==> config.mk <==
export PLATFORM = sky130hd
export DESIGN_NAME = mem_stage_sram_flat
export DESIGN_NICKNAME = d
export VERILOG_FILES = /design/src/rtl/mem_stage_sram_if.sv /design/src/rtl/mem_stage_sram.sv /design/src/flat_wrapper.sv
export SDC_FILE = /design/constraint.sdc
export NUM_CORES = 1
export LEC_CHECK = 0
export ABC_CLOCK_PERIOD_IN_PS = 2000
export BUFFER_PORTS_ARGS = -buffer_cell sky130_fd_sc_hd__buf_2
export CAP_MARGIN = 20
export CORE_ASPECT_RATIO = 0.9
export CORE_MARGIN = 4
export CORE_UTILIZATION = 32
export CTS_BUF_LIST = sky130_fd_sc_hd__clkbuf_4 sky130_fd_sc_hd__clkbuf_8
export DETAILED_ROUTE_END_ITERATION = 10
export GPL_TIMING_DRIVEN = 0
export HOLD_SLACK_MARGIN = 0.06
export PLACE_DENSITY = 0.78
export REMOVE_ABC_BUFFERS = 1
export SLEW_MARGIN = 20
export SYNTH_ARGS = -nofsm -noshare
export SYNTH_HDL_FRONTEND = slang
export SYNTH_SLANG_ARGS = --single-unit
==> constraint.sdc <==
create_clock -name clk -period 2 [get_ports clk]
set_input_delay 0.2 -clock clk [delete_from_list [all_inputs] [get_ports clk]]
set_output_delay 0.2 -clock clk [all_outputs]
set_load 0.01 [all_outputs]
==> src/rtl/mem_stage_sram_if.sv <==
`default_nettype none
// ============================================================================
// Module      : mem_stage_sram_if
// Description : Bundle of EXE/MEM inputs, MEM/WB outputs and the 16-bit
//               external SRAM bus used by the memory pipeline stage.
// Revision    : 1.0 - initial release
// ============================================================================
interface mem_stage_sram_if #(
  parameter int SRAM_AW = 18
);
  // Upstream (EXE/MEM register) side
  logic               wb_en;
  logic               mem_read_en;
  logic               mem_write_en;
  logic [31:0]        alu_res;
  logic [31:0]        value;
  logic [3:0]         dest;

  // Downstream (MemReg) side plus freeze
  logic               wb_en_out;
  logic               mem_read_en_out;
  logic [31:0]        alu_res_out;
  logic [31:0]        value_out;
  logic [3:0]         dest_out;
  logic               ready;

  // External SRAM
  logic [SRAM_AW-1:0] sram_addr;
  logic [15:0]        sram_dq_o;
  logic [15:0]        sram_dq_i;
  logic               sram_dq_oe;
  logic               sram_we_n;

  // The memory stage itself
  modport slave (
    input  wb_en, mem_read_en, mem_write_en, alu_res, value, dest, sram_dq_i,
    output wb_en_out, mem_read_en_out, alu_res_out, value_out, dest_out, ready,
    output sram_addr, sram_dq_o, sram_dq_oe, sram_we_n
  );

  // Pipeline / SRAM environment driving the stage
  modport master (
    output wb_en, mem_read_en, mem_write_en, alu_res, value, dest, sram_dq_i,
    input  wb_en_out, mem_read_en_out, alu_res_out, value_out, dest_out, ready,
    input  sram_addr, sram_dq_o, sram_dq_oe, sram_we_n
  );
endinterface
`default_nettype wire

==> src/rtl/mem_stage_sram.sv <==
`default_nettype none
// ============================================================================
// Module      : mem_stage_sram
// Description : MEM stage of the 5-stage ARM pipeline. LDR/STR are serviced as
//               two 16-bit SRAM accesses (low half, then high half), each held
//               WAIT_CYCLES clocks; ready stays low until the word is done.
// Revision    : 1.0 - initial release
// ============================================================================
module mem_stage_sram #(
  parameter int BASE_ADDR   = 1024,
  parameter int WAIT_CYCLES = 2,
  parameter int SRAM_AW     = 18
) (
  input  wire logic          clk,
  input  wire logic          rst,   // asynchronous, active-low
  mem_stage_sram_if.slave    bus
);

  localparam int          CNT_W    = (WAIT_CYCLES > 1) ? $clog2(WAIT_CYCLES) : 1;
  localparam logic [CNT_W-1:0] CNT_LAST = CNT_W'(WAIT_CYCLES - 1);
  localparam logic [31:0] BASE     = 32'(BASE_ADDR);

  typedef enum logic [1:0] {
    S_IDLE = 2'd0,
    S_LO   = 2'd1,
    S_HI   = 2'd2,
    S_DONE = 2'd3
  } state_t;

  state_t           state_q, state_d;
  logic [CNT_W-1:0] cnt_q, cnt_d;
  logic [15:0]      rd_lo_q, rd_lo_d;
  logic [15:0]      rd_hi_q, rd_hi_d;

  logic        req;
  logic        is_read;
  logic        is_write;
  logic        cnt_last;
  logic        in_access;
  logic [31:0] word;
  logic        unused_word_bits;

  // A simultaneous load/store request is serviced as a load.
  assign req       = bus.mem_read_en | bus.mem_write_en;
  assign is_read   = bus.mem_read_en;
  assign is_write  = bus.mem_write_en & ~bus.mem_read_en;
  assign cnt_last  = (cnt_q == CNT_LAST);
  assign in_access = (state_q == S_LO) || (state_q == S_HI);

  // Byte offset into the SRAM window; the byte lane bits are don't-care.
  assign word             = bus.alu_res - BASE;
  assign unused_word_bits = &{1'b0, word[31:SRAM_AW+1], word[1:0]};

  // State, wait counter and read-data capture registers.
  always_ff @(posedge clk or negedge rst) begin
    if (!rst) begin
      state_q <= S_IDLE;
      cnt_q   <= '0;
      rd_lo_q <= '0;
      rd_hi_q <= '0;
    end else begin
      state_q <= state_d;
      cnt_q   <= cnt_d;
      rd_lo_q <= rd_lo_d;
      rd_hi_q <= rd_hi_d;
    end
  end

  // Next-state logic: each half is held for WAIT_CYCLES clocks and read data
  // is sampled on the last cycle of its half.
  always_comb begin
    state_d = state_q;
    cnt_d   = cnt_q;
    rd_lo_d = rd_lo_q;
    rd_hi_d = rd_hi_q;
    case (state_q)
      S_IDLE: begin
        if (req) begin
          state_d = S_LO;
          cnt_d   = '0;
        end
      end
      S_LO: begin
        if (cnt_last) begin
          cnt_d   = '0;
          state_d = S_HI;
          if (is_read) rd_lo_d = bus.sram_dq_i;
        end else begin
          cnt_d = cnt_q + 1'b1;
        end
      end
      S_HI: begin
        if (cnt_last) begin
          cnt_d   = '0;
          state_d = S_DONE;
          if (is_read) rd_hi_d = bus.sram_dq_i;
        end else begin
          cnt_d = cnt_q + 1'b1;
        end
      end
      default: begin
        state_d = S_IDLE;
        cnt_d   = '0;
      end
    endcase
  end

  // SRAM bus drive; everything is parked while not mid-access.
  always_comb begin
    bus.sram_addr  = '0;
    bus.sram_dq_o  = '0;
    bus.sram_dq_oe = 1'b0;
    bus.sram_we_n  = 1'b1;
    if (in_access) begin
      bus.sram_addr = {word[SRAM_AW:2], (state_q == S_HI)};
      if (is_write) begin
        bus.sram_we_n  = 1'b0;
        bus.sram_dq_oe = 1'b1;
        bus.sram_dq_o  = (state_q == S_HI) ? bus.value[31:16] : bus.value[15:0];
      end
    end
  end

  // Freeze and MemReg outputs; a bubble goes downstream while stalled.
  always_comb begin
    bus.ready           = (state_q == S_DONE) || ((state_q == S_IDLE) && !req);
    bus.wb_en_out       = bus.wb_en & bus.ready;
    bus.mem_read_en_out = bus.mem_read_en & bus.ready;
    bus.alu_res_out     = bus.alu_res;
    bus.dest_out        = bus.dest;
    bus.value_out       = {rd_hi_q, rd_lo_q};
  end

endmodule
`default_nettype wire

==> src/flat_wrapper.sv <==
// flat-port wrapper written by rule: the top's interface ports become plain ports
module mem_stage_sram_flat 
#(
  parameter int BASE_ADDR   = 1024,
  parameter int WAIT_CYCLES = 2,
  parameter int SRAM_AW     = 18
)
  (clk, rst, bus_wb_en, bus_mem_read_en, bus_mem_write_en, bus_alu_res, bus_value, bus_dest, bus_sram_dq_i, bus_wb_en_out, bus_mem_read_en_out, bus_alu_res_out, bus_value_out, bus_dest_out, bus_ready, bus_sram_addr, bus_sram_dq_o, bus_sram_dq_oe, bus_sram_we_n);
  mem_stage_sram_if #(.SRAM_AW(SRAM_AW)) bus_i ();
  input  wire logic clk;
  input  wire logic rst;
  input wire logic [$bits(bus_i.wb_en)-1:0] bus_wb_en;
  input wire logic [$bits(bus_i.mem_read_en)-1:0] bus_mem_read_en;
  input wire logic [$bits(bus_i.mem_write_en)-1:0] bus_mem_write_en;
  input wire logic [$bits(bus_i.alu_res)-1:0] bus_alu_res;
  input wire logic [$bits(bus_i.value)-1:0] bus_value;
  input wire logic [$bits(bus_i.dest)-1:0] bus_dest;
  input wire logic [$bits(bus_i.sram_dq_i)-1:0] bus_sram_dq_i;
  output wire logic [$bits(bus_i.wb_en_out)-1:0] bus_wb_en_out;
  output wire logic [$bits(bus_i.mem_read_en_out)-1:0] bus_mem_read_en_out;
  output wire logic [$bits(bus_i.alu_res_out)-1:0] bus_alu_res_out;
  output wire logic [$bits(bus_i.value_out)-1:0] bus_value_out;
  output wire logic [$bits(bus_i.dest_out)-1:0] bus_dest_out;
  output wire logic [$bits(bus_i.ready)-1:0] bus_ready;
  output wire logic [$bits(bus_i.sram_addr)-1:0] bus_sram_addr;
  output wire logic [$bits(bus_i.sram_dq_o)-1:0] bus_sram_dq_o;
  output wire logic [$bits(bus_i.sram_dq_oe)-1:0] bus_sram_dq_oe;
  output wire logic [$bits(bus_i.sram_we_n)-1:0] bus_sram_we_n;
  assign bus_i.wb_en = bus_wb_en;
  assign bus_i.mem_read_en = bus_mem_read_en;
  assign bus_i.mem_write_en = bus_mem_write_en;
  assign bus_i.alu_res = bus_alu_res;
  assign bus_i.value = bus_value;
  assign bus_i.dest = bus_dest;
  assign bus_i.sram_dq_i = bus_sram_dq_i;
  assign bus_wb_en_out = bus_i.wb_en_out;
  assign bus_mem_read_en_out = bus_i.mem_read_en_out;
  assign bus_alu_res_out = bus_i.alu_res_out;
  assign bus_value_out = bus_i.value_out;
  assign bus_dest_out = bus_i.dest_out;
  assign bus_ready = bus_i.ready;
  assign bus_sram_addr = bus_i.sram_addr;
  assign bus_sram_dq_o = bus_i.sram_dq_o;
  assign bus_sram_dq_oe = bus_i.sram_dq_oe;
  assign bus_sram_we_n = bus_i.sram_we_n;
  mem_stage_sram #(.BASE_ADDR(BASE_ADDR), .WAIT_CYCLES(WAIT_CYCLES), .SRAM_AW(SRAM_AW)) u_core (.clk(clk), .rst(rst), .bus(bus_i));
endmodule
==> results of run 1 <==
## sequential cells by signal, summed over array words and instances (netlist names)
register and flops:
u_core.cnt_last 1, u_core.rd_hi_q 16, u_core.rd_lo_q 16, u_core.state_q 2
## power breakdown
group / leakage, nW / switching [W] / internal, W / total, W
logic: 1.11 / 0.00118 / 0.00121 / 0.00239
clock network: 0.0549 / 0.000242 / 0.000328 / 0.000570
registers: 0.425 / 0.000185 / 0.00106 / 0.00125
## placed cells by master, fill, tap and decap left out, types with 2 or more instances in the layout
cell	Yosys	layout
buf_4	36	3
dfrtp_1	35	35
ha_4	0	2
and2_1	10	10
or4_1	2	2
o21ai_0	3	3
clkbuf_8	0	7
nand2_1	2	2
a21oi_1	5	5
buf_2	4	157
mux2_1	2	2
nand2b_1	4	4
mux2i_1	18	18
mux2_2	30	30
or3_4	2	2
nor2_1	20	20
ha_1	5	3
or3_1	2	2
o31ai_1	2	2
inv_1	5	5
## metal layers
layer | up-vias | global-route usage, % | share of wire [%]
met2 | 63 | 23.4 | 50
li1 | 893 | - | -
met4 | 0 | 2.76 | 0.78
met3 | 5 | 4.65 | 6.3
met1 | 896 | 17.7 | 42
met5 | - | 2.56 | 0
## layout make-up
| type | instances | area share (%) |
|---|---|---|
| clock buffer | 8 | 3.52 |
| inverter | 6 | 0.805 |
| timing repair buffer | 162 | 28.4 |
| sequential | 35 | 29.7 |
| tap | 90 | 3.81 |
| multi-input combinational | 117 | 33.8 |
## cell families after synthesis
family                     count (synthesis)  share of synthesized area [%]
and+or+nand+nor                           49                           12.5
buffers and inverters                     48                           14.9
DFF                                       35                           40.7
xor gates and xnor gates                   1                          0.407
AOI/OAI and AO/OA                         12                           3.49
adders and majority gates                  5                           2.91
muxes                                     50                           25.1
## worst register-to-register path, cell delays in order, from the launching register on
cell and delay, ps:
dfrtp_1 410, inv_1 160, ha_4 380, nand3_4 310, mux2_1 400
## stage by stage
step	TNS (ps)	util, %	power [W]
5_1_grt	0	45.1	0.00454
2_1_floorplan	-3470	-	0.00254
3_3_place_gp	-10930	42.0	0.00340
4_1_cts	0	44.5	0.00417
6_report	0	45.1	0.00421
3_5_place_dp	-13330	42.0	0.00348
## final timing paths
path	end	slack [ps]
max	bus_sram_dq_o[14]	90
min	u_core.rd_hi_q[13]	140
max reg2reg	u_core.rd_hi_q[12]	220
min reg2reg	u_core.rd_hi_q[12]	500
max in group asynchronous	u_core.rd_hi_q[12]	970
min in group asynchronous	u_core.rd_hi_q[9]	540
## repair_timing
action | CTS | global route
resized for setup | 8 | 0
pin swaps | 1 | 1
hold buffers | 1 | 0
setup buffers | 1 | 3
endpoints found under the setup margin | 61 | 17
cloned | 0 | 0
endpoints found under the hold margin | 35 | 0
==> impl_metrics.ini, run 1 <==
[synth]
synth-edff-count = 0
synthCells = 200
yosys_warnings = 0
yosys.area.top_type = dfrtp_1
synth_commonest_cells = buf_4 (36), dfrtp_1 (35), mux2_2 (30)
yosys_most_used_dff = dfrtp_1
ys_seq_area_share_pct = 40.7
synthDistinctLibCells = 30
yosys_register_bits = 35
syn_area_mm2 = 0.00215
syn_area_per_cell_um2 = 10.8
synth_top_cell_area_share_pct = 40.7
synth.most_common_cell = buf_4
synth_area_leaders = dfrtp_1 (41%), mux2_2 (16%), buf_4 (13%)
synthArstFlopShare_pct = 100

[cts]
ctsRootBufferMaster = clkbuf_8
cts-buffers-inserted = 5
clk_pin_slew_worst_paths_ps = 60
htreeDepth = 2
clk_latency_ps = 280
cts_buffer_depth = 2
cts.sinks = 35
cts_tree = built

[sta]
report.final.slew_viol_count = 0
setup_slack_ps = 92.4
whs_ps = 142
max_freq_mhz = 524
finalCritPeriodShare_pct = 95.4
setup_viol = 0
slew_headroom_pct = 48.7
period_needed_ps = 1910
tightest_slew_ps = 769
rsz0062_at_grt = no
finalHoldViolations = 0
fin_skew_ps = 5.00

[finish]
antenna-diode-count = 0
final_nets = 421
regArea_um2 = 876
fin_area_mm2 = 0.00295
area_delta_synth_final_pct = 37.2
multiInputGateArea_um2 = 998
fin_cells = 418
drive_gt1_share_pct = 63.7
nFillCells = 661

[worst_hold_path]
timing.hold.worst.start = bus_sram_dq_i[13]
hp-class = in -> reg
hold_depth = 2

[floorplanning]
start_util_pct = 32.8
core_mm2 = 0.00655
die_h_um = 85.8
std_cell_rows = 28
pin_count = 196
fp.dieW_um = 94.4
dieArea_mm2 = 0.00810

[placement]
place_inst = 405
dp_hpwl_um = 4840
portBuffers = 157
place_area_mm2 = 0.00275
place_ws_ps = -734
finalWeightedCongestion = 0.702

[critical_path]
cp.depth = 6
crit_buf_inv = 3
crit_slowest_cell = dfrtp_1
cp.arrival_ps = 1710
cpLargestDelayFamily = buffers and inverters
critPathRequiredTime_ps = 1800
cp-start-kind = flip-flop
end_kind = output port
cp_slowest_stage_delay_ps = 390
worstReg2RegStart = u_core.state_q[0]
startpoint = u_core.state_q[0]
path_cells = inv_1, ha_4, nand3b_1, buf_4, nor2_1, buf_2
reg2reg_depth = 4
crit_path_max_fanout = 18
crit_type = reg -> out

[run]
drv_cap = 0

[detailed_routing]
post-route-drc-count = 0
drtIter0Drc = 44
wl_per_cell_um = 14.3
drtAntennaViolNets = 0
wl_um = 5990
vias = 1857
firstDrtPassIters = 4
via_per_inst = 4.44

[grt]
grt_pass1_wl_um = 9090
grt_max_degree = 36
grt_overflow_total = 0
antenna_found_initial = 0
grt_util_all_layers_pct = 14.1
first_global_vias = 1844

[status]
outcome = finished clean

[power_and_ir_drop]
ir_drop_v = 0.000600
p_per_area_mw_per_mm2 = 1430
leakagePower_nw = 1.59
(Power assumes the default switching activity.)
==> run 2: changes to the inputs <==
--- a/config.mk
+++ b/config.mk
@@ -22,2 +22,3 @@
 export SYNTH_HDL_FRONTEND = slang
 export SYNTH_SLANG_ARGS = --single-unit
+export TNS_END_PERCENT = 1
==> constraint.sdc (replaced) <==
create_clock -name clk -period 2 [get_ports clk]
set_input_delay 0.2 -clock clk [delete_from_list [all_inputs] [get_ports clk]]
set_output_delay 0.2 -clock clk [all_outputs]
set_load 0.1 [all_outputs]
==> run 2 against run 1 <==
Fmax is 3.8% lower. Routed wire length is 12% higher. Worst setup slack worse by 75 ps. Die area stayed put. Global-route usage is 0.81 points higher. Clock skew hardly changed. Non-clock buffer count stayed put. Worst hold slack better by 0.82 ps. Clock-buffer cell count stayed put. Final cell count stayed put.
==> impl_metrics.ini, run 2 (synthesis gave the netlist of run 1 again) <==
[sta]
report.final.slew_viol_count = 0
max_freq_mhz = 504
period_needed_ps = 1980
setup_viol = 0
slew_headroom_pct = 47.6
tightest_slew_ps = 786
rsz0062_at_grt = yes
finalCritPeriodShare_pct = 99.1
finalHoldViolations = 0
fin_skew_ps = 4.80

[placement]
dp_hpwl_um = 4840
place_area_mm2 = 0.00275
portBuffers = 157
finalWeightedCongestion = 0.702

[cts]
cts_tree = built
clk_latency_ps = 280
ctsRootBufferMaster = clkbuf_8
cts-buffers-inserted = 5
cts_buffer_depth = 2
clk_pin_slew_worst_paths_ps = 60
cts.sinks = 35
htreeDepth = 2

[floorplanning]
std_cell_rows = 28
dieArea_mm2 = 0.00810
start_util_pct = 32.8
core_mm2 = 0.00655
fp.dieW_um = 94.4
die_h_um = 85.8
pin_count = 196

[finish]
layout_common_cells = buf_2 (122), dfrtp_1 (34), mux2_2 (30), mux2i_1 (18)
area_delta_synth_final_pct = 48.6
fin_area_mm2 = 0.00320
final_nets = 421
reg.largest.list = u_core.rd_hi_q x16, u_core.rd_lo_q x16, u_core.state_q x2
antenna-diode-count = 0
final_common_cell = buf_2
drive_gt1_share_pct = 67.4
utilization_pct = 48.8

[detailed_routing]
wl_per_cell_um = 16.0
firstDrtPassIters = 4
drtAntennaViolNets = 0
via_per_inst = 4.51
drtIter0Drc = 43
wl_um = 6690
vias = 1885
post-route-drc-count = 0

[critical_path]
critPathRequiredTime_ps = 1800
cp-start-kind = flip-flop
crit_path_max_fanout = 12
cp.arrival_ps = 1780
end_kind = output port
crit_type = reg -> out

[grt]
grt-busiest-layer = met2
met3_usage_pct = 4.82
use_met1_pct = 18.1
antenna_found_initial = 0
grt_pass1_wl_um = 9520
grt_overflow_total = 0
first_global_vias = 1906
grtUsageMet2_pct = 25.6
grt_max_degree = 36
grt_util_all_layers_pct = 14.9

[worst_hold_path]
hp-class = in -> reg

[status]
outcome = finished clean

[run]
drv_cap = 0
[run 2: changes by cell type in the layout (fill, tap and decap cells not counted), moves of 2 or more]
cell	previous run	this run
buf_2	157	122
buf_6	0	11
nor2_1	20	11
nor2_2	0	9
buf_4	3	11
buf_12	1	8
clkbuf_4	1	8
inv_1	5	3
inv_2	0	2
[run 2: routing by layer]
| metal | routed length [µm] | vias to the layer above |
|---|---|---|
| li1 | - | 898 |
| met5 | 0 | - |
| met1 | 2640 | 910 |
| met2 | 3620 | 71 |
| met4 | 41 | 0 |
| met3 | 383 | 6 |
[run 2: final timing paths]
| path | startpoint | end | slack [ps] | cells past startpoint |
|---|---|---|---|---|
| min in group asynchronous | rst | u_core.rd_hi_q[1] | 550 | 2 |
| worst min register to register | u_core.rd_lo_q[5] | u_core.rd_lo_q[5] | 500 | 1 |
| worst max register to register | u_core.state_q[0] | u_core.rd_hi_q[12] | 280 | 4 |
| worst min-delay path | bus_sram_dq_i[13] | u_core.rd_hi_q[13] | 140 | 2 |
| worst max-delay path | u_core.state_q[0] | bus_sram_dq_o[1] | 20 | 6 |
| max in group asynchronous | rst | u_core.state_q[1] | 910 | 2 |
[run 2: what timing repair did]
item / 4_1_cts / 5_1_grt
setup buffers: 2 / 2
pin swaps: 1 / 1
hold buffers: 1 / 0
gates cloned: 0 / 0
hold endpoints to repair: 35 / 0
resized for setup: 53 / 40
endpoints found under the setup margin: 71 / 31
[run 2: critical path, cell delays in order, from the launching register on]
cell      delay [ps]
dfrtp_1          410
inv_2             80
ha_4             320
nand3b_1         120
buf_6            180
nor2_1           150
buf_6            240
[run 2: final cells by class]
| type | instances | area [µm²] |
|---|---|---|
| multi-input cells | 117 | 1020 |
| well taps | 90 | 113 |
| repair buffers | 162 | 1060 |
| inverters | 6 | 23.8 |
| fillers | 638 | 3350 |
| clock buffers | 8 | 104 |
| flip-flops and latches | 35 | 877 |
[run 2: per-stage QoR]
step	cells	hold slack, ps	TNS (ps)	setup slack, ps
5_1_grt	418	130	-936	-78.4
3_5_place_dp	405	322	-18910	-734
6_report	418	143	0	17.2
4_1_cts	416	131	-355	-81.8
3_3_place_gp	405	308	-16020	-672
2_1_floorplan	158	-95.6	-54300	-1820
Power of run 2 is not shown: default switching activity piles up to over one toggle a cycle in this logic, so the estimate is an artifact.
==> run 3: changes to the inputs <==
Settings changed: CTS_BUF_LIST sky130_fd_sc_hd__clkbuf_4 sky130_fd_sc_hd__clkbuf_8 to not set.
==> run 3 against run 2 <==
Worst setup slack about the same. Clock skew about the same. Die area unchanged. Critical endpoint unchanged. Largest cell class unchanged.
==> impl_metrics.ini, run 3 (synthesis gave the netlist of run 1 again) <==
[finish]
drive_gt1_share_pct = 67.1
reg.largest.list = u_core.rd_hi_q x16, u_core.rd_lo_q x16, u_core.state_q x2
utilization_pct = 48.8
final_common_cell = buf_2
final_nets = 421
antenna-diode-count = 0
layout_common_cells = buf_2 (122), dfrtp_1 (34), mux2_2 (30), mux2i_1 (18)
area_delta_synth_final_pct = 48.4

[detailed_routing]
drtIter0Drc = 44
firstDrtPassIters = 4
via_per_inst = 4.50
drtAntennaViolNets = 0
vias = 1882
wl_per_cell_um = 16.0
post-route-drc-count = 0
wl_um = 6680

[sta]
tightest_slew_ps = 784
max_freq_mhz = 504
slew_headroom_pct = 47.8
rsz0062_at_grt = yes
report.final.slew_viol_count = 0
period_needed_ps = 1980
setup_slack_ps = 16.7
finalCritPeriodShare_pct = 99.2
setup_viol = 0
fin_skew_ps = 4.69
finalHoldViolations = 0

[placement]
portBuffers = 157
finalWeightedCongestion = 0.702
dp_hpwl_um = 4840
place_ws_ps = -734

[critical_path]
crit_type = reg -> out
crit_path_max_fanout = 12
cp_common_cell = buf_6
crit_buf_inv = 3
cpLargestDelayFamily = buffers and inverters
path_cells = inv_2, ha_4, nand3b_1, buf_6, nor2_1, buf_6
crit_slowest_cell = dfrtp_1
end_kind = output port
cp-start-kind = flip-flop
cp.arrival_ps = 1780
cp_slowest_stage_delay_ps = 410
critPathRequiredTime_ps = 1800

[cts]
cts_buffer_depth = 2
ctsRootBufferMaster = clkbuf_8
htreeDepth = 2
cts_tree = built
clk_pin_slew_worst_paths_ps = 60
clk_latency_ps = 280
cts.sinks = 35
cts-buffers-inserted = 5

[floorplanning]
dieArea_mm2 = 0.00810
fp.dieW_um = 94.4
std_cell_rows = 28
die_h_um = 85.8
pin_count = 196
start_util_pct = 32.8
core_mm2 = 0.00655

[status]
outcome = finished clean

[grt]
grt_max_degree = 36
grt_pass1_wl_um = 9520
antenna_found_initial = 0
grt_util_all_layers_pct = 14.9
grt_overflow_total = 0
first_global_vias = 1906

[run]
drv_cap = 0

[worst_hold_path]
hp-class = in -> reg
## run 3: cell types whose count changed in the layout (fill, tap and decap cells not counted)
cell | before | now
clkbuf_1 | 0 | 1
clkbuf_4 | 8 | 7
## run 3: per-stage QoR
| step | setup TNS, ps | instance area (µm²) | hold slack [ps] | cells |
|---|---|---|---|---|
| floorplan | -54300 | 1850 | -95.6 | 158 |
| global placement | -16020 | 2750 | 308 | 405 |
| finish | 0 | 3190 | 143 | 418 |
| CTS | -355 | 3050 | 131 | 416 |
| global route | -936 | 3190 | 130 | 418 |
| detailed placement | -18910 | 2750 | 322 | 405 |
## run 3: final timing paths
path	start	endpoint	slack (ps)	cells after the start
max	u_core.state_q[0]	bus_sram_dq_o[1]	20	6
min	bus_sram_dq_i[13]	u_core.rd_hi_q[13]	140	2
max reg2reg	u_core.state_q[0]	u_core.rd_hi_q[12]	280	4
min reg2reg	u_core.rd_lo_q[5]	u_core.rd_lo_q[5]	500	1
max in group asynchronous	rst	u_core.state_q[1]	910	2
min in group asynchronous	rst	u_core.rd_hi_q[1]	550	2
## run 3: final cells by class
| cell class | count | area, µm² |
|---|---|---|
| clock buffers | 8 | 100 |
| well taps | 90 | 113 |
| fillers | 640 | 3360 |
| multi-input cells | 117 | 1020 |
| flip-flops and latches | 35 | 877 |
| repair buffers | 162 | 1060 |
| inverters | 6 | 23.8 |
## run 3: what timing repair did
item | 4_1_cts | 5_1_grt
setup endpoints to repair | 71 | 31
gates resized for setup | 53 | 40
hold endpoints to repair | 35 | 0
hold buffers | 1 | 0
pin swaps | 1 | 1
setup buffers | 2 | 2
## run 3: layer usage
metal	track usage (%)	part of all wire, %	wire [µm]
met3	4.82	5.7	383
met1	18.1	40	2640
met5	2.56	0	0
met4	2.89	0.61	41
met2	25.6	54	3610
Power of run 3 is left out for the same reason.
